==> src/rtl/bus_memory_pkg.sv <==
// Shared types and constants for the bus_memory RAM and its host byte loader.
package bus_memory_pkg;

  typedef enum logic [1:0] {
    IDLE    = 2'd0,
    LOAD_LO = 2'd1,
    LOAD_HI = 2'd2,
    FINISH  = 2'd3
  } load_state_t;

  typedef logic [15:0] word_t;

  localparam word_t CONSOLE_ADDR = 16'hFFFE;

endpackage

==> src/rtl/bus_memory_loader.sv <==
// Host-side byte loader: assembles little-endian words, drives the array write
// port, tracks the word count and holds the CPU in reset while loading.
module bus_memory_loader
  import bus_memory_pkg::*;
#(
  parameter int ADDR_W = 8
) (
  input  logic              clock,
  input  logic              reset,
  input  logic              load_start,
  input  logic              load_valid,
  input  logic [7:0]        load_byte,
  input  logic              load_last,
  output logic              load_ready,
  output logic              cpu_hold,
  output logic [ADDR_W:0]   load_words,
  output logic              overflow,
  output logic              mem_we,
  output logic [ADDR_W-1:0] mem_index,
  output word_t             mem_data
);

  load_state_t     state, state_nxt;
  logic [ADDR_W:0] ptr, ptr_nxt;
  logic [ADDR_W:0] words, words_nxt;
  logic [7:0]      lo, lo_nxt;
  logic            hold_nxt;
  logic            accept;
  logic            full;
  logic            we;
  logic            ovf;

  assign load_ready = (state == LOAD_LO) || (state == LOAD_HI);
  assign accept     = load_valid && load_ready;
  // ptr never passes 2^ADDR_W, so its top bit alone marks a full array
  assign full       = ptr[ADDR_W];

  always_comb begin
    state_nxt = state;
    ptr_nxt   = ptr;
    words_nxt = words;
    lo_nxt    = lo;
    hold_nxt  = cpu_hold;
    we        = 1'b0;
    ovf       = 1'b0;
    mem_data  = {load_byte, lo};
    if (load_start) begin
      state_nxt = LOAD_LO;
      ptr_nxt   = '0;
      words_nxt = '0;
      hold_nxt  = 1'b1;
    end else begin
      case (state)
        LOAD_LO: begin
          if (accept) begin
            lo_nxt = load_byte;
            ovf    = full;
            if (load_last) begin
              if (!full) begin
                we        = 1'b1;
                mem_data  = {8'h00, load_byte};
                ptr_nxt   = ptr + 1'b1;
                words_nxt = words + 1'b1;
              end
              state_nxt = FINISH;
            end else begin
              state_nxt = LOAD_HI;
            end
          end
        end
        LOAD_HI: begin
          if (accept) begin
            ovf = full;
            if (!full) begin
              we        = 1'b1;
              ptr_nxt   = ptr + 1'b1;
              words_nxt = words + 1'b1;
            end
            state_nxt = load_last ? FINISH : LOAD_LO;
          end
        end
        FINISH: begin
          hold_nxt  = 1'b0;
          state_nxt = IDLE;
        end
        default: state_nxt = IDLE;
      endcase
    end
  end

  always_ff @(posedge clock) begin
    if (reset) begin
      state    <= IDLE;
      ptr      <= '0;
      words    <= '0;
      cpu_hold <= 1'b0;
    end else begin
      state    <= state_nxt;
      ptr      <= ptr_nxt;
      words    <= words_nxt;
      cpu_hold <= hold_nxt;
    end
  end

  always_ff @(posedge clock) begin
    lo <= lo_nxt;
  end

  assign load_words = words;
  assign mem_index  = ptr[ADDR_W-1:0];
  assign mem_we     = we && !reset;
  assign overflow   = ovf && !reset;

endmodule

==> src/rtl/bus_memory.sv <==
// Word-organised CPU RAM with host byte loader. Optional console port at
// CONSOLE_ADDR when BUS_MEMORY_CONSOLE_EN is defined.
module bus_memory
  import bus_memory_pkg::*;
#(
  parameter int ADDR_W = 8
) (
  input  logic            clock,
  input  logic            reset,
  input  logic [15:0]     addr,
  input  logic [15:0]     wdata,
  input  logic            write_enable,
  output logic [15:0]     rdata,
  input  logic            load_start,
  input  logic            load_valid,
  input  logic [7:0]      load_byte,
  input  logic            load_last,
  output logic            load_ready,
  output logic            cpu_hold,
  output logic [ADDR_W:0] load_words,
  output logic            bus_err
`ifdef BUS_MEMORY_CONSOLE_EN
  ,
  output logic            console_valid,
  output logic [7:0]      console_data,
  input  logic            console_ready
`endif
);

  word_t             mem [2**ADDR_W];
  logic [ADDR_W-1:0] index;
  logic              in_range;
  logic              cpu_we;
  logic              cpu_fault;
  logic              ld_we;
  logic [ADDR_W-1:0] ld_index;
  word_t             ld_data;
  logic              ld_overflow;
  logic              addr_unused;

  assign index       = addr[ADDR_W:1];
  assign addr_unused = addr[0];
  assign in_range    = (addr[15:ADDR_W+1] == '0);
  assign cpu_we      = write_enable && in_range && !cpu_hold;
  assign rdata       = (in_range && !cpu_hold) ? mem[index] : 16'h0000;

  bus_memory_loader #(.ADDR_W(ADDR_W)) u_loader (
    .clock      (clock),
    .reset      (reset),
    .load_start (load_start),
    .load_valid (load_valid),
    .load_byte  (load_byte),
    .load_last  (load_last),
    .load_ready (load_ready),
    .cpu_hold   (cpu_hold),
    .load_words (load_words),
    .overflow   (ld_overflow),
    .mem_we     (ld_we),
    .mem_index  (ld_index),
    .mem_data   (ld_data)
  );

  // Loader only writes while cpu_hold is high, so the two ports never collide
  always_ff @(posedge clock) begin
    if (ld_we)
      mem[ld_index] <= ld_data;
    else if (cpu_we)
      mem[index] <= wdata;
  end

`ifdef BUS_MEMORY_CONSOLE_EN
  logic console_hit;
  logic console_store;

  assign console_hit   = (addr == CONSOLE_ADDR) && !cpu_hold;
  assign console_store = console_hit && write_enable;

  always_ff @(posedge clock) begin
    if (reset) begin
      console_valid <= 1'b0;
      console_data  <= 8'h00;
    end else if (console_store && !console_valid) begin
      console_valid <= 1'b1;
      console_data  <= wdata[7:0];
    end else if (console_valid && console_ready) begin
      console_valid <= 1'b0;
    end
  end

  always_comb begin
    cpu_fault = !cpu_hold && !in_range;
    if (console_hit)
      cpu_fault = console_store && console_valid;
  end
`else
  always_comb begin
    cpu_fault = !cpu_hold && !in_range;
  end
`endif

  always_ff @(posedge clock) begin
    if (reset)
      bus_err <= 1'b0;
    else if (cpu_fault || ld_overflow)
      bus_err <= 1'b1;
  end

endmodule
==> config.mk <==
export PLATFORM = sky130hd
export DESIGN_NAME = bus_memory
export DESIGN_NICKNAME = d
export VERILOG_FILES = /design/src/rtl/bus_memory_pkg.sv /design/src/rtl/bus_memory_loader.sv /design/src/rtl/bus_memory.sv
export SDC_FILE = /design/constraint.sdc
export NUM_CORES = 2
export LEC_CHECK = 0
export CAP_MARGIN = 20
export CORE_MARGIN = 3
export CORE_UTILIZATION = 55
export CTS_BUF_LIST = sky130_fd_sc_hd__clkbuf_8
export CTS_CLUSTER_DIAMETER = 50
export DETAILED_ROUTE_END_ITERATION = 7
export PLACE_DENSITY = 0.71
export SETUP_SLACK_MARGIN = 0.02
export SLEW_MARGIN = 20
export SYNTH_ARGS = -nofsm -noshare
export SYNTH_HDL_FRONTEND = slang
export SYNTH_SLANG_ARGS = --single-unit
export TNS_END_PERCENT = 1
==> constraint.sdc <==
create_clock -name clock -period 16.3 [get_ports clock]
set_clock_uncertainty 0.2 [all_clocks]
set_input_delay 3.26 -clock clock [delete_from_list [all_inputs] [get_ports clock]]
set_output_delay 3.26 -clock clock [all_outputs]
set_load 0.005 [all_outputs]
==> flow_metrics.tcl <==
set metrics [dict create \
    status "finished, final reports clean" \
    overflow 0 \
    cp-end-kind "primary output" \
    chipWidth_um 547.7 \
    ys.warnings.count 0 \
    io_buffers 72 \
    p_sw_mw 4.696 \
    clockBufferDepth 4 \
    grt_util_all_layers 0.2898 \
    pin_count 74 \
    synth_seq_area_share 0.7662 \
    clkTransAtPathRegs_ps 60 \
    hold_viol 0 \
    critPathRequiredTime_ps 12840 \
    synth_edf_count 4104 \
    r2r_end "mem[77][4]$_DFFE_PP_" \
    synth_flop_cell "edfxtp_1" \
    synthCells 7638 \
    ctsRootBufferMaster "clkbuf_8" \
    setup_viol 0 \
    power.leakage_nw 57.89 \
    cp_cell_sequence "buf_8 -> buf_12 -> nand2b_4 -> buf_4 -> o221ai_1 -> a31oi_1 -> a32oi_1 -> o22ai_1 -> or3_1 -> o21ai_1 -> clkdlybuf4s50_1" \
    pwr_density_cell_nw_per_um2 113.9 \
    rsz0062_at_grt "false" \
    synth_seq_cells 4126 \
    place.gp.congestion 0.8963 \
    synth.area.top_cells "edfxtp_1 76%, mux4_2 10%, mux2i_1 3.3%, mux4_1 1.7%, nor2_1 0.97%" \
    hold_class "register to register" \
    synthTopCellsByCount "4104 x edfxtp_1, 741 x mux4_2, 535 x mux2i_1" \
    detailed_place_hpwl_mm 252.4 \
    antenna_found_initial 30 \
    cts_tree "built" \
    die_h_um 547.7 \
    switching_share 0.2302 \
    syn_avg_cell_area_sq_um 21.13 \
    ir_worst_vdd_v 0.00008511 \
    internal_power_mw 15.70 \
    r2r_setup_slack_ps 9900 \
    htree_levels 6 \
    m1WireLength_mm 157.3 \
    comb_power_share 0.047 \
    core_area_sq_um 291600 \
    relSlewSlack 0.1335 \
    floorplan.initialDensity 0.5536 \
    insertion_delay_ps 1210 \
    synth.distinct_cells 90 \
    setup_tns_ps 0 \
    final_cells 12700 \
    worst-slew-pin-transition_ps 1300 \
    cts_hold_buf 0 \
    pwr-share-seq 0.569 \
    crit_fanout 82 \
    placed_cells 11560 \
    rr_startpoint "u_loader.state[0]$_SDFFE_PP0P_" \
    max_freq_mhz 80.56 \
    grt_pass1_wl_mm 616.5 \
    power_mw 20.40 \
    routed.top_layer "met5" \
    critical_path_class "input port to primary output" \
    post-route-period-util 0.7615 \
    postRouteAntennaNets 0 \
    r2r_cells 11 \
    cts_resized 0 \
    wl_per_cell_um 34.42 \
    crit_path_start_kind "input port" \
    crit_start "addr[2]" \
    syn-cell-area_sq_um 161400 \
    min_period_ps 12410 \
    viasPerCell 6.613 \
    nNetsFinal 8352 \
    syn_to_final_growth_pct 10.96 \
    rows 198 \
    drc 0 \
    met3_length_mm 55.30 \
    drive_gt1_frac 0.2371 \
    syn_nets 7689 \
    async_flop_share 0 \
    fin_util 0.6142 \
    met2_length_mm 202.7 \
    cts_sinks 4126 \
    critical-path-slowest-cell "o22ai_1" \
    die_area_sq_um 300000 \
    clkPwrFrac 0.384 \
    drt_first_iter_violations 11870 \
    yosysMostFrequentCell "edfxtp_1" \
    synth.largest_area_cell "edfxtp_1" \
    cp-endpoint "rdata[5]" \
    critPathMaxStageDelay_ps 920 \
    wl_mm 437.2 \
    netlist.area_leader.share 0.7635 \
    cts_setup_buffers 0 \
    dr.pass1.iters 8 \
    vias 84000 \
    cts_buffers 634 \
    drv_cap 0 \
    grt_max_degree 225 \
    arrival_ps 8950 \
    final-max-slew-violation-count 0 \
    grt_pass1_vias 83410 \
]
==> registers in the layout, indices dropped and copies added, names as in the netlist <==
| register | flops |
|---|---|
| mem | 4096 |
| bus_err | 1 |
| u_loader.ptr | 9 |
| u_loader.cpu_hold | 1 |
| u_loader.lo | 8 |
| u_loader.state | 2 |
| u_loader.load_words | 9 |
==> worst min path at each step <==
stage / start / endpoint / slack, ps / depth (start not counted)
after detailed placement: u_loader.load_words[8]$_SDFFE_PP0P_ / u_loader.load_words[8]$_SDFFE_PP0P_ / 290 / 2
after CTS: u_loader.load_words[8]$_SDFFE_PP0P_ / u_loader.load_words[8]$_SDFFE_PP0P_ / 300 / 2
after global placement: bus_err$_SDFFE_PP0P_ / bus_err$_SDFFE_PP0P_ / 270 / 2
final: u_loader.load_words[8]$_SDFFE_PP0P_ / u_loader.load_words[8]$_SDFFE_PP0P_ / 300 / 2
after floorplan: bus_err$_SDFFE_PP0P_ / bus_err$_SDFFE_PP0P_ / 270 / 2
after global routing: u_loader.load_words[8]$_SDFFE_PP0P_ / u_loader.load_words[8]$_SDFFE_PP0P_ / 320 / 2
==> power by group through the flow <==
stage                     logic (mW)  registers (mW)  clock network (mW)
final                          0.961            11.6                7.83
after global placement         0.925            11.8                   0
after global routing           0.993            11.6                8.40
after detailed placement       0.943            11.8                   0
after floorplan                0.611            11.9                   0
after CTS                      0.945            11.6                7.91
==> kinds of logic after synthesis <==
kind of cell               Yosys count  share of synthesized area
DFF                               4126                     0.7662
xor gates and xnor gates            13                  0.0007054
AOI/OAI and AO/OA                  783                    0.03328
adders and majority gates            5                  0.0003876
buffers and inverters              462                    0.02142
muxes                             1393                     0.1543
and+or+nand+nor                    856                    0.02370
==> through the flow <==
| step | hold WS (ps) | area, sq um | setup WS [ps] |
|---|---|---|---|
| 5_1_grt | 324.9 | 179100 | 4045 |
| 3_3_place_gp | 271.9 | 167400 | 4126 |
| 3_5_place_dp | 286.8 | 167600 | 4127 |
| 6_report | 295.1 | 179100 | 3887 |
| 4_1_cts | 295.1 | 178900 | 4130 |
| 2_1_floorplan | 265.6 | 161400 | 3093 |
==> placed cells by master, fill, tap and decap left out, types with 53 or more instances in the layout <==
master,Yosys,routed
o21ai_0,86,83
nor2_1,417,328
mux2i_1,535,535
nand3_1,54,54
mux4_2,741,741
buf_4,35,380
nand2_1,201,190
nor2_2,1,53
clkbuf_8,5,639
clkdlybuf4s50_1,0,67
a31oi_1,77,77
o221ai_1,125,125
o22ai_1,156,156
edfxtp_1,4104,4104
inv_1,7,227
clkinv_1,1,139
a21oi_1,127,119
mux4_1,103,103
==> area by class of cell <==
cell class	count	area, sq um
Fill cell	19810	112500
Antenna cell	24	60.06
Multi-Input combinational cell	3050	35000
Clock buffer	639	8795
Sequential cell	4126	123700
Timing Repair Buffer	479	4106
Inverter	10	48.80
Tap cell	3900	4880
Clock inverter	474	2542
==> critical path: cells and delay by family <==
kind | cells | cell delay (ps)
buffers and inverters | 4 | 2210
AOI/OAI and AO/OA | 5 | 2060
and+or+nand+nor | 2 | 1190
==> metal layers <==
layer | vias to the layer above | GRT usage
li1 | 33530 | -
met1 | 43790 | 0.3990
met2 | 5694 | 0.4353
met3 | 974 | 0.08056
met4 | 16 | 0.1359
met5 | - | 0
No activity file was read; power rests on OpenSTA's default activity.
